$ cat src/rtl/pipe_pkg.sv
// pipe_pkg
//   Shared definitions for the pipeline MAC stage and its neighbours.
//   Provides the default operand/accumulator widths, the default result
//   scaling shift, and signed typedefs at those default widths.
//   No ports (package).
package pipe_pkg;

  localparam int unsigned PIPE_WIDTH     = 16;
  localparam int unsigned PIPE_ACC_WIDTH = 40;
  localparam int unsigned PIPE_SHIFT     = 15;

  typedef logic signed [PIPE_WIDTH-1:0]     operand_t;
  typedef logic signed [2*PIPE_WIDTH-1:0]   product_t;
  typedef logic signed [PIPE_ACC_WIDTH-1:0] acc_t;

endpackage

$ cat src/rtl/pipe_mac_sat.sv
// pipe_mac_sat
//   Combinational result formatter for the MAC stage: arithmetic right shift
//   of the accumulated sum by SHIFT, then reduction to WIDTH bits.
//   Configuration macro MAC_SAT_EN:
//     defined   - out-of-range values clamp to the nearest WIDTH-bit bound
//                 and ovf flags the clamp
//     undefined - plain truncation to the low WIDTH bits, ovf tied to 0
// Ports
//   sum  in   ACC_WIDTH  signed accumulated sum
//   res  out  WIDTH      formatted result
//   ovf  out  1          result did not fit in WIDTH bits (saturating build only)
module pipe_mac_sat
  import pipe_pkg::*;
#(
  parameter int unsigned WIDTH     = PIPE_WIDTH,
  parameter int unsigned ACC_WIDTH = PIPE_ACC_WIDTH,
  parameter int unsigned SHIFT     = PIPE_SHIFT
) (
  input  logic signed [ACC_WIDTH-1:0] sum,
  output logic        [WIDTH-1:0]     res,
  output logic                        ovf
);

  logic signed [ACC_WIDTH-1:0] shifted_s;

  assign shifted_s = sum >>> SHIFT;

`ifdef MAC_SAT_EN
  // Bounds of a signed WIDTH-bit value, sign-extended to the accumulator width.
  localparam logic signed [ACC_WIDTH-1:0] MAX_V =
    {{(ACC_WIDTH-WIDTH+1){1'b0}}, {(WIDTH-1){1'b1}}};
  localparam logic signed [ACC_WIDTH-1:0] MIN_V =
    {{(ACC_WIDTH-WIDTH+1){1'b1}}, {(WIDTH-1){1'b0}}};

  // Clamp the shifted sum into the signed WIDTH-bit range.
  always_comb begin
    res = shifted_s[WIDTH-1:0];
    ovf = 1'b0;
    if (shifted_s > MAX_V) begin
      res = {1'b0, {(WIDTH-1){1'b1}}};
      ovf = 1'b1;
    end else if (shifted_s < MIN_V) begin
      res = {1'b1, {(WIDTH-1){1'b0}}};
      ovf = 1'b1;
    end else begin
      res = shifted_s[WIDTH-1:0];
      ovf = 1'b0;
    end
  end
`else
  // High bits are intentionally discarded by the wrapping result.
  logic unused_high_s;

  assign unused_high_s = ^shifted_s[ACC_WIDTH-1:WIDTH];
  assign res           = shifted_s[WIDTH-1:0];
  assign ovf           = 1'b0;
`endif

endmodule

$ cat src/rtl/pipe_mac_stage.sv
// pipe_mac_stage
//   Pipelined signed multiply-accumulate stage. Operand pairs arrive under a
//   valid/ready handshake and are summed over a frame closed by InLast; one
//   scaled WIDTH-bit result per frame is held in a registered output until
//   the consumer takes it. Stage 1 registers the product, stage 2 adds it to
//   the accumulator and, on the last beat, publishes the formatted result.
//   The whole pipe advances on a single enable, so a pending result that is
//   not taken freezes both stages and the accumulator.
//   Result formatting (wrap or saturate) is selected by macro MAC_SAT_EN
//   inside pipe_mac_sat.
// Ports
//   Clk       in   1      clock, rising edge
//   Rst       in   1      synchronous reset, active-high
//   InValid   in   1      operand beat valid
//   InReady   out  1      stage can accept a beat (combinational)
//   InA       in   WIDTH  signed operand A
//   InB       in   WIDTH  signed operand B
//   InLast    in   1      beat is the last of its frame
//   OutValid  out  1      Out holds a result
//   OutReady  in   1      consumer takes Out this cycle
//   Out       out  WIDTH  frame result
//   Ovf       out  1      result overflowed WIDTH (valid with OutValid)
module pipe_mac_stage
  import pipe_pkg::*;
#(
  parameter int unsigned WIDTH     = PIPE_WIDTH,
  parameter int unsigned ACC_WIDTH = PIPE_ACC_WIDTH,
  parameter int unsigned SHIFT     = PIPE_SHIFT
) (
  input  logic                    Clk,
  input  logic                    Rst,
  input  logic                    InValid,
  output logic                    InReady,
  input  logic signed [WIDTH-1:0] InA,
  input  logic signed [WIDTH-1:0] InB,
  input  logic                    InLast,
  output logic                    OutValid,
  input  logic                    OutReady,
  output logic        [WIDTH-1:0] Out,
  output logic                    Ovf
);

  logic                          en_s;
  logic                          accept_s;
  logic signed [2*WIDTH-1:0]     prod_s;
  logic signed [ACC_WIDTH-1:0]   prod_ext_s;
  logic signed [ACC_WIDTH-1:0]   sum_s;
  logic        [WIDTH-1:0]       sat_res_s;
  logic                          sat_ovf_s;

  logic                          s1_vld_r;
  logic                          s1_last_r;
  logic signed [2*WIDTH-1:0]     s1_prod_r;
  logic signed [ACC_WIDTH-1:0]   acc_r;
  logic        [WIDTH-1:0]       out_r;
  logic                          ovf_r;
  logic                          out_valid_r;

  // The pipe moves whenever the output slot is empty or being emptied.
  assign en_s     = ~out_valid_r | OutReady;
  assign accept_s = InValid & en_s;
  assign InReady  = en_s;

  // Both operands are signed, so the product is a full signed 2*WIDTH result.
  assign prod_s     = InA * InB;
  assign prod_ext_s = ACC_WIDTH'(s1_prod_r);
  // Accumulator wraps at ACC_WIDTH bits by design; it is never saturated.
  assign sum_s      = acc_r + prod_ext_s;

  pipe_mac_sat #(
    .WIDTH     (WIDTH),
    .ACC_WIDTH (ACC_WIDTH),
    .SHIFT     (SHIFT)
  ) u_sat (
    .sum (sum_s),
    .res (sat_res_s),
    .ovf (sat_ovf_s)
  );

  // Stage 1, stage 2/accumulator and output register, all gated by en_s.
  always_ff @(posedge Clk) begin
    if (Rst) begin
      s1_vld_r    <= 1'b0;
      s1_last_r   <= 1'b0;
      s1_prod_r   <= '0;
      acc_r       <= '0;
      out_r       <= '0;
      ovf_r       <= 1'b0;
      out_valid_r <= 1'b0;
    end else if (en_s) begin
      s1_vld_r  <= accept_s;
      s1_last_r <= InLast;
      s1_prod_r <= prod_s;
      if (s1_vld_r && s1_last_r) begin
        // Frame closes: publish the result (replacing any taken one) and
        // restart the accumulator for the next frame.
        acc_r       <= '0;
        out_r       <= sat_res_s;
        ovf_r       <= sat_ovf_s;
        out_valid_r <= 1'b1;
      end else if (s1_vld_r) begin
        acc_r       <= sum_s;
        out_valid_r <= 1'b0;
      end else begin
        out_valid_r <= 1'b0;
      end
    end
  end

  assign Out      = out_r;
  assign Ovf      = ovf_r;
  assign OutValid = out_valid_r;

endmodule

$ cat config.mk
export PLATFORM = sky130hd
export DESIGN_NAME = pipe_mac_stage
export DESIGN_NICKNAME = d
export VERILOG_FILES = /design/src/rtl/pipe_pkg.sv /design/src/rtl/pipe_mac_sat.sv /design/src/rtl/pipe_mac_stage.sv
export SDC_FILE = /design/constraint.sdc
export NUM_CORES = 1
export LEC_CHECK = 0
export CORE_ASPECT_RATIO = 0.5
export CORE_MARGIN = 2
export CORE_UTILIZATION = 50
export DETAILED_ROUTE_END_ITERATION = 8
export GPL_TIMING_DRIVEN = 1
export MAX_ROUTING_LAYER = met4
export PLACE_DENSITY = 0.73
export SYNTH_ARGS = -nofsm -noshare
export SYNTH_HDL_FRONTEND = slang
export SYNTH_HIERARCHICAL = 1
export SYNTH_SLANG_ARGS = --single-unit
export TNS_END_PERCENT = 10
$ cat constraint.sdc
create_clock -name Clk -period 10.33 [get_ports Clk]
set_input_delay 2.066 -clock Clk [delete_from_list [all_inputs] [get_ports Clk]]
set_output_delay 2.066 -clock Clk [all_outputs]
set_load 0.05 [all_outputs]
==> summary.txt, run 1 <==
Clocking
  – Clock Sinks: 82
  – CTS Buf Count: 9
  – Resize count post-CTS: 0
  – Clock-pin slew on the worst setup and hold paths: about 0.07 ns
  – Post-CTS Setup Inserts: 0
  – Worst-skew pair later-pin latency: between 0.3 and 0.4 ns
  – CTS max path bufs: 2
  – Hold_buf cts: 0
  – CTS tree: built
  – # H-tree levels: 3
  – Clock root buffer: clkbuf_16

Drt
  – WL/cell: ~17 microns
  – Via-to-Cell Ratio: between 5 and 6
  – Iter 0 DRT Violations: approximately 900
  – Total Wirelength: 33400 microns
  – Post-route ant nets: 0
  – DRC: 0
  – 1st-pass router iterations: 5
  – Vias: 10283

Placed design
  – Worst slack, placed: 1.35 ns
  – Area after detailed placement: between 10000 and 15000 sq um
  – Placed instance count: 1958
  – GPL Wtd Cong: 0.934
  – Input/output buffers: 55
  – Dpl hpwl: 26900 microns

Timing
  – Max Slew Vio Count: 0
  – Final period util: 0.842
  – Measured slew at the worst slew-check pin: 1.11 ns
  – Clock skew: 0.0109 ns
  – Setup TNS: 0 ns
  – Worst slew margin: 0.257
  – Setup ws final: 1.63 ns
  – Final hold viol count: 0
  – RSZ-0062 raised after global routing: false
  – Final setup vio count: 0
  – Final min period: around 8.7 ns
  – FMAX: 115 MHz

Synth
  – Mapped Nets: 2010
  – Post-synthesis cell count: roughly 1600
  – Netlist Area Pre-Place: 14000 sq um
  – Syn_area_per_cell: 8.80 sq um
  – Synth Warn #: 6

Die
  – Die area: 29500 sq um
  – Row count: 43
  – Initial Utilization: 0.508
  – # IOs: 56
  – Die Wd: 241 microns
  – Core Region: approximately 28000 sq um
  – Die Y: 123 microns

Worst hold path
  – Worst hold-check path type: reg -> reg

Worst setup path
  – Critical Path Sink Type: register
  – Worst Path Arrival: 8.91 ns
  – WP data required: 10.54 ns
  – Crit Path Class: in -> reg
  – Critical path launch point type: primary input
  – Crit path max fanout: 16

Layout
  – Most common cell after layout, fill and taps aside: inv_1
  – Register area: 1640 sq um
  – Area occupied by multi-input gates: 10900 sq um
  – # diodes: 0
  – Share of layout cells above drive strength 1: 0.0258
  – Area grow syn2layout: 7.42%
  – Filler cells: 2526
  – NumNets Final: 2000
  – Non-Filler Cell Area, Final: 15100 sq um
  – Most frequent cells in the layout: inv_1 (293), fa_1 (263), nand2_1 (228), and2_1 (125), ha_1 (113)
  – Layout Cells excl Fill: a little under 2000

Global route
  – Global-route wire length before repair: around 55000 microns
  – Antenna violations before repair: 0
  – Largest net degree at the start of global routing: 78
  – GRT Util Overall: 0.245
  – Congestion Overflow GR: 0
  – Vias in the first global route: 10437

Status
  – Status: completed

Flow run
  – # Max-Cap Violations: 0
[per-stage QoR]
| stage | util | hold slack (ns) |
|---|---|---|
| 4_1_cts | 0.546 | 0.458 |
| 2_1_floorplan | - | 0.436 |
| 5_1_grt | 0.546 | 0.478 |
| 3_3_place_gp | 0.534 | 0.444 |
| 6_report | 0.546 | 0.454 |
| 3_5_place_dp | 0.534 | 0.448 |
[cell type report]
| class | count | area share |
|---|---|---|
| clock buffer | 9 | 0.0149 |
| clock inverter | 7 | 0.00713 |
| sequential | 82 | 0.109 |
| multi-input combinational | 1137 | 0.724 |
| timing repair buffer | 63 | 0.0401 |
| inverter | 294 | 0.0731 |
| tap | 382 | 0.0317 |
[flip-flops by register name (all words and copies together), names as in the netlist]
| register | flops |
|---|---|
| acc_r | 31 |
| s1_prod_r | 31 |
| Out | 16 |
| OutValid | 1 |
| Ovf | 1 |
| s1_last_r | 1 |
| s1_vld_r | 1 |
[layer usage]
metal | vias up | share of wire | global-route usage
met4 | 0 | 0.0086 | 0.0367
met1 | 5002 | 0.48 | 0.352
met5 | - | 0 | -
li1 | 4902 | - | -
met3 | 24 | 0.10 | 0.0760
met2 | 355 | 0.41 | 0.346
[path summary, 6_finish.rpt]
kind	from	endpoint	slack, ns	cells past startpoint
worst max-delay path	InB[8]	s1_prod_r[30]	1.63	24
worst min-delay path	Out[9]	Out[9]	0.45	2
worst max register to register	OutValid	acc_r[10]	7.04	7
worst min register to register	Out[9]	Out[9]	0.45	2
[critical path, cell delays in order]
cell and delay, ns:
clkdlybuf4s50_1 0.90, nand2_1 0.19, fa_1 0.54, inv_1 0.05, fa_1 0.52, inv_1 0.06, fa_1 0.53, inv_1 0.05
fa_1 0.38, fa_1 0.53, inv_1 0.05, fa_1 0.47, inv_1 0.04, ha_1 0.33, a21o_1 0.20, a21o_1 0.20
a2111o_1 0.38, a41oi_1 0.32, o41ai_2 0.15, a311oi_2 0.34, o21ai_1 0.15, a31oi_1 0.21, xor2_1 0.16, o31ai_1 0.07
Power of run 1 is not shown: default switching activity piles up to over one toggle a cycle in this logic, so the estimate is an artifact.
==> run 2, diff against run 1 <==
clock period = 8.75 ns   (was 10.33 ns; I/O delays follow)
==> summary.txt, run 2 (synthesized netlist as in run 1, its figures left out) <==
Status
  – Status: completed

Clocking
  – Resize count post-CTS: 0 (unchanged)
  – Worst-skew pair later-pin latency: 0.35 ns (about the same)
  – Clock root buffer: clkbuf_16
  – CTS tree: built
  – CTS Buf Count: 9 (unchanged)
  – Hold_buf cts: 0 (unchanged)
  – Clock-pin slew on the worst setup and hold paths: 0.07 ns (about the same)
  – # H-tree levels: 3 (unchanged)
  – Clock Sinks: 82 (unchanged)
  – Post-CTS Setup Inserts: 0 (unchanged)
  – CTS max path bufs: 2 (unchanged)

Worst setup path
  – Buffers and inverters on the worst path: 4 (-2)
  – Critical path launch point type: primary input
  – Register-to-Register Path Depth: 12 (+5)
  – Reg-to-Reg End: Out[14]
  – Reg-to-reg slack, setup: 5.60 ns (-1.44 ns)
  – Cells along the critical path: clkdlybuf4s50_1, nand2_1, fa_1, fa_1, fa_1, inv_1, fa_1, fa_1, inv_1, fa_1, inv_1, ha_1, a21o_1, a21o_1, a2111o_1, a41oi_1, o41ai_2, a311oi_2, o21ai_1, a31oi_1, xor2_1, o31ai_1
  – Crit Path Class: in -> reg
  – Crit path max fanout: 16 (unchanged)
  – Slowest stage delay, CP: 0.85 ns (-0.05 ns)
  – Worst r2r src: s1_prod_r[6]
  – Crit-path leading delay family: adder cells
  – Critical Path Sink Type: register
  – WP data required: 8.96 ns (-1.58 ns)
  – Worst Path Arrival: 8.41 ns (-0.50 ns)
  – Most common cell on crit path: fa_1
  – Critical path's slowest cell: clkdlybuf4s50_1

Timing
  – Final period util: 0.937
  – Setup TNS: 0 ns (unchanged)
  – Final min period: 8.20 ns
  – Final setup vio count: 0 (unchanged)
  – Clock skew: 0.0101 ns (-0.000784 ns)
  – Measured slew at the worst slew-check pin: 1.03 ns (-0.0856 ns)
  – Worst slew margin: 0.314 (+0.0570)
  – FMAX: 122 MHz
  – Max Slew Vio Count: 0 (unchanged)
  – RSZ-0062 raised after global routing: false
  – Final hold viol count: 0 (unchanged)

Layout
  – Area grow syn2layout: 8.78%
  – Most frequent cells in the layout: inv_1 (293), fa_1 (263), nand2_1 (228), and2_1 (125), ha_1 (113)
  – Share of layout cells above drive strength 1: 0.0426 (+0.0168)
  – Most common cell after layout, fill and taps aside: inv_1
  – Area occupied by multi-input gates: 10900 sq um (about the same)
  – # diodes: 0 (unchanged)
  – Filler cells: 2495 (-1.2%)
  – NumNets Final: 2029 (+1.5%)
  – Register area: 1640 sq um (unchanged)

Drt
  – Post-route ant nets: 0 (unchanged)
  – 1st-pass router iterations: 7 (+2)
  – Vias: 10302 (+0.18%)
  – Iter 0 DRT Violations: 703 (-22%)
  – DRC: 0 (unchanged)
  – Via-to-Cell Ratio: 5.14 (-1.3%)
  – Total Wirelength: 32100 microns (-3.8%)
  – WL/cell: 16.0 microns (-5.2%)

Global route
  – Largest net degree at the start of global routing: 78 (unchanged)
  – Antenna violations before repair: 0 (unchanged)
  – Vias in the first global route: 10658 (+2.1%)
  – GRT Util Overall: 0.240 (-0.00523)
  – Global-route wire length before repair: 54200 microns (-0.98%)
  – Congestion Overflow GR: 0 (unchanged)

Die
  – # IOs: 56 (unchanged)
  – Core Region: 27700 sq um (unchanged)
  – Die area: 29500 sq um (unchanged)
  – Row count: 43 (unchanged)
  – Initial Utilization: 0.508 (unchanged)
  – Die Y: 123 microns (unchanged)
  – Die Wd: 241 microns (unchanged)

Placed design
  – Input/output buffers: 55 (unchanged)
  – Dpl hpwl: 26800 microns (-0.36%)
  – GPL Wtd Cong: 0.907 (-2.8%)

Worst hold path
  – Worst Hold Depth: 2 (unchanged)
  – Beginning of the worst hold path: Ovf
  – Worst hold-check path type: reg -> reg
  – WHS Endpoint: Ovf

Flow run
  – # Max-Cap Violations: 0 (unchanged)
==> run 2: worst reg2reg max path: cells and delay by family, from the launching register on <==
family	cells	cell delay, ns
AND/OR/NAND/NOR	3	0.51
adder cells (fa/ha/maj)	1	0.35
flip-flops	1	0.32
XOR/XNOR	1	0.26
AO/OA/AOI/OAI	7	1.64
==> run 2: area by class of cell <==
class | instances | share of cell area
well taps | 382 | 0.0313
clock buffers | 9 | 0.0147
flip-flops and latches | 82 | 0.107
clock inverters | 7 | 0.00549
multi-input cells | 1137 | 0.715
repair buffers | 92 | 0.0539
inverters | 294 | 0.0722
==> run 2: worst max path at each step <==
stage          slack (ns)            end  cells past startpoint   start
3_5_place_dp         0.23  s1_prod_r[30]                     22  InB[3]
2_1_floorplan        1.13  s1_prod_r[30]                     24  InB[7]
5_1_grt              0.16  s1_prod_r[30]                     22  InB[3]
6_report             0.55  s1_prod_r[30]                     22  InB[3]
4_1_cts              0.58  s1_prod_r[30]                     22  InB[3]
3_3_place_gp         0.36  s1_prod_r[30]                     22  InB[3]
==> run 2: routing by layer <==
layer	vias to the layer above	track usage	part of all wire
met5	-	-	0
li1	4968	-	-
met4	0	0.0486	0.014
met1	5005	0.337	0.48
met3	38	0.0407	0.070
met2	291	0.369	0.43
==> run 2: per-stage QoR <==
step                      hold slack [ns]   util  instances  cell area [sq um]  setup slack (ns)
after CTS                           0.455  0.553       2003              15300             0.581
after global routing                0.478  0.553       2003              15300             0.165
after global placement              0.444  0.541       1987              15000             0.362
final                               0.454  0.553       2003              15300             0.553
after detailed placement            0.446  0.541       1987              15000             0.234
after floorplan                     0.436      -       1597              14000              1.13
Power of run 2 is left out for the same reason.
==> run 3, diff against run 2 <==
PLACE_DENSITY = 0.67   (was 0.73)
SLEW_MARGIN = 20   (was not set)
==> summary.txt, run 3 (synthesized netlist as in run 1, its figures left out) <==
Global route
  – Global-route wire length before repair: 56800 microns (+4.8%)
  – Congestion Overflow GR: 0 (unchanged)
  – Largest net degree at the start of global routing: 78 (unchanged)
  – GRT Util Overall: 0.252 (+0.0118)
  – Vias in the first global route: 11056 (+3.7%)
  – Antenna violations before repair: 0 (unchanged)

Clocking
  – CTS Buf Count: 9 (unchanged)
  – CTS tree: built
  – Clock Sinks: 82 (unchanged)
  – Post-CTS Setup Inserts: 0 (unchanged)
  – # H-tree levels: 3 (unchanged)
  – Hold_buf cts: 0 (unchanged)
  – Clock root buffer: clkbuf_16
  – CTS max path bufs: 2 (unchanged)
  – Resize count post-CTS: 0 (unchanged)
  – Worst-skew pair later-pin latency: 0.34 ns (about the same)
  – Clock-pin slew on the worst setup and hold paths: 0.07 ns (about the same)

Timing
  – Final hold viol count: 0 (unchanged)
  – Setup TNS: 0 ns (unchanged)
  – Max Slew Vio Count: 0 (unchanged)
  – Final min period: 8.18 ns (-0.0189 ns)
  – Measured slew at the worst slew-check pin: 1.09 ns (+0.0621 ns)
  – Worst slew margin: 0.272 (-0.0414)
  – Final period util: 0.935 (-0.00217)
  – FMAX: 122 MHz (+0.23%)
  – Final setup vio count: 0 (unchanged)
  – Clock skew: 0.00859 ns (-0.00149 ns)
  – RSZ-0062 raised after global routing: false

Drt
  – DRC: 0 (unchanged)
  – 1st-pass router iterations: 5 (-2)
  – Total Wirelength: 33700 microns (+4.9%)
  – Vias: 10516 (+2.1%)
  – Post-route ant nets: 0 (unchanged)
  – Via-to-Cell Ratio: 5.25 (+2.0%)
  – WL/cell: 16.8 microns (+4.9%)
  – Iter 0 DRT Violations: 900 (+28%)

Die
  – Die area: 29500 sq um (unchanged)
  – Row count: 43 (unchanged)
  – # IOs: 56 (unchanged)
  – Die Wd: 241 microns (unchanged)
  – Initial Utilization: 0.508 (unchanged)
  – Core Region: 27700 sq um (unchanged)
  – Die Y: 123 microns (unchanged)

Layout
  – NumNets Final: 2030 (+0.049%)
  – # diodes: 0 (unchanged)
  – Most frequent cells in the layout: inv_1 (293), fa_1 (263), nand2_1 (228), and2_1 (125), ha_1 (113)
  – Share of layout cells above drive strength 1: 0.0432 (+0.000590)
  – Filler cells: 2515 (+0.80%)
  – Register area: 1640 sq um (unchanged)
  – Most common cell after layout, fill and taps aside: inv_1
  – Area occupied by multi-input gates: 10900 sq um (unchanged)
  – Area grow syn2layout: 8.85% (about the same)

Worst setup path
  – Critical path launch point type: primary input
  – Critical Path Source: InB[7]
  – WP data required: 8.96 ns (about the same)
  – Worst Path Arrival: 8.38 ns (-0.03 ns)
  – Reg-to-Reg End: Out[7]
  – Crit Path Class: in -> reg
  – Critical Path Sink Type: register
  – Reg-to-reg slack, setup: 5.64 ns (+0.04 ns)
  – Crit path to: s1_prod_r[30]
  – Crit path max fanout: 10 (-6)
  – Worst r2r src: s1_prod_r[0]
  – Register-to-Register Path Depth: 12 (unchanged)

Worst hold path
  – Worst hold-check path type: reg -> reg

Status
  – Status: completed

Placed design
  – Input/output buffers: 55 (unchanged)
  – Dpl hpwl: 28100 microns (+4.6%)
  – GPL Wtd Cong: 0.954 (+5.1%)

Flow run
  – # Max-Cap Violations: 0 (unchanged)
run 3: cell count changes in the layout (fill, tap and decap cells not counted), sizes merged:
cell    before  now
clkinv       1    2
buf         38   39
inv        298  297
run 3: critical path, cell delays in order:
cell and delay (ns):
clkdlybuf4s50_1 0.75, nand2_1 0.15, fa_1 0.55, inv_1 0.05, fa_1 0.50, inv_1 0.06, fa_1 0.53, inv_1 0.05
fa_1 0.39, fa_1 0.52, inv_1 0.05, fa_1 0.47, inv_1 0.05, ha_1 0.34, a21o_1 0.21, a21o_1 0.21
a2111o_1 0.38, a41oi_1 0.26, o41ai_2 0.16, a311oi_2 0.36, o21ai_1 0.16, a31oi_1 0.21, xor2_1 0.16, o31ai_1 0.07
run 3: layout make-up:
class                   instances  share of cell area
clock inverters                 7             0.00565
flip-flops and latches         82               0.107
repair buffers                 93              0.0543
multi-input cells            1137               0.715
inverters                     294              0.0722
well taps                     382              0.0313
clock buffers                   9              0.0147
run 3: worst min path at each step:
stage	startpoint	slack, ns	to	depth (start not counted)
final	Out[9]	0.46	Out[9]	2
after global routing	Out[2]	0.47	Out[2]	2
after CTS	Out[6]	0.46	Out[6]	2
after detailed placement	Out[6]	0.45	Out[6]	2
after global placement	Out[15]	0.44	Out[15]	2
after floorplan	s1_prod_r[2]	0.44	s1_prod_r[2]	2
run 3: layer usage:
layer / track usage / vias to the layer above / part of all wire
li1: - / 4952 / -
met3: 0.0364 / 28 / 0.069
met4: 0.0397 / 0 / 0.010
met1: 0.360 / 5232 / 0.48
met5: - / - / 0
met2: 0.390 / 304 / 0.44
run 3: metrics by stage:
stage               cells  worst slack (ns)  hold WS, ns   util  instance area, sq um
floorplan            1597              1.13        0.436      -                 14000
global placement     1988             0.327        0.445  0.542                 15000
detailed placement   1988             0.237        0.448  0.542                 15000
CTS                  2004             0.591        0.457  0.553                 15300
global route         2004             0.183        0.469  0.553                 15300
finish               2004             0.572        0.456  0.553                 15300
Power of run 3 is left out for the same reason.
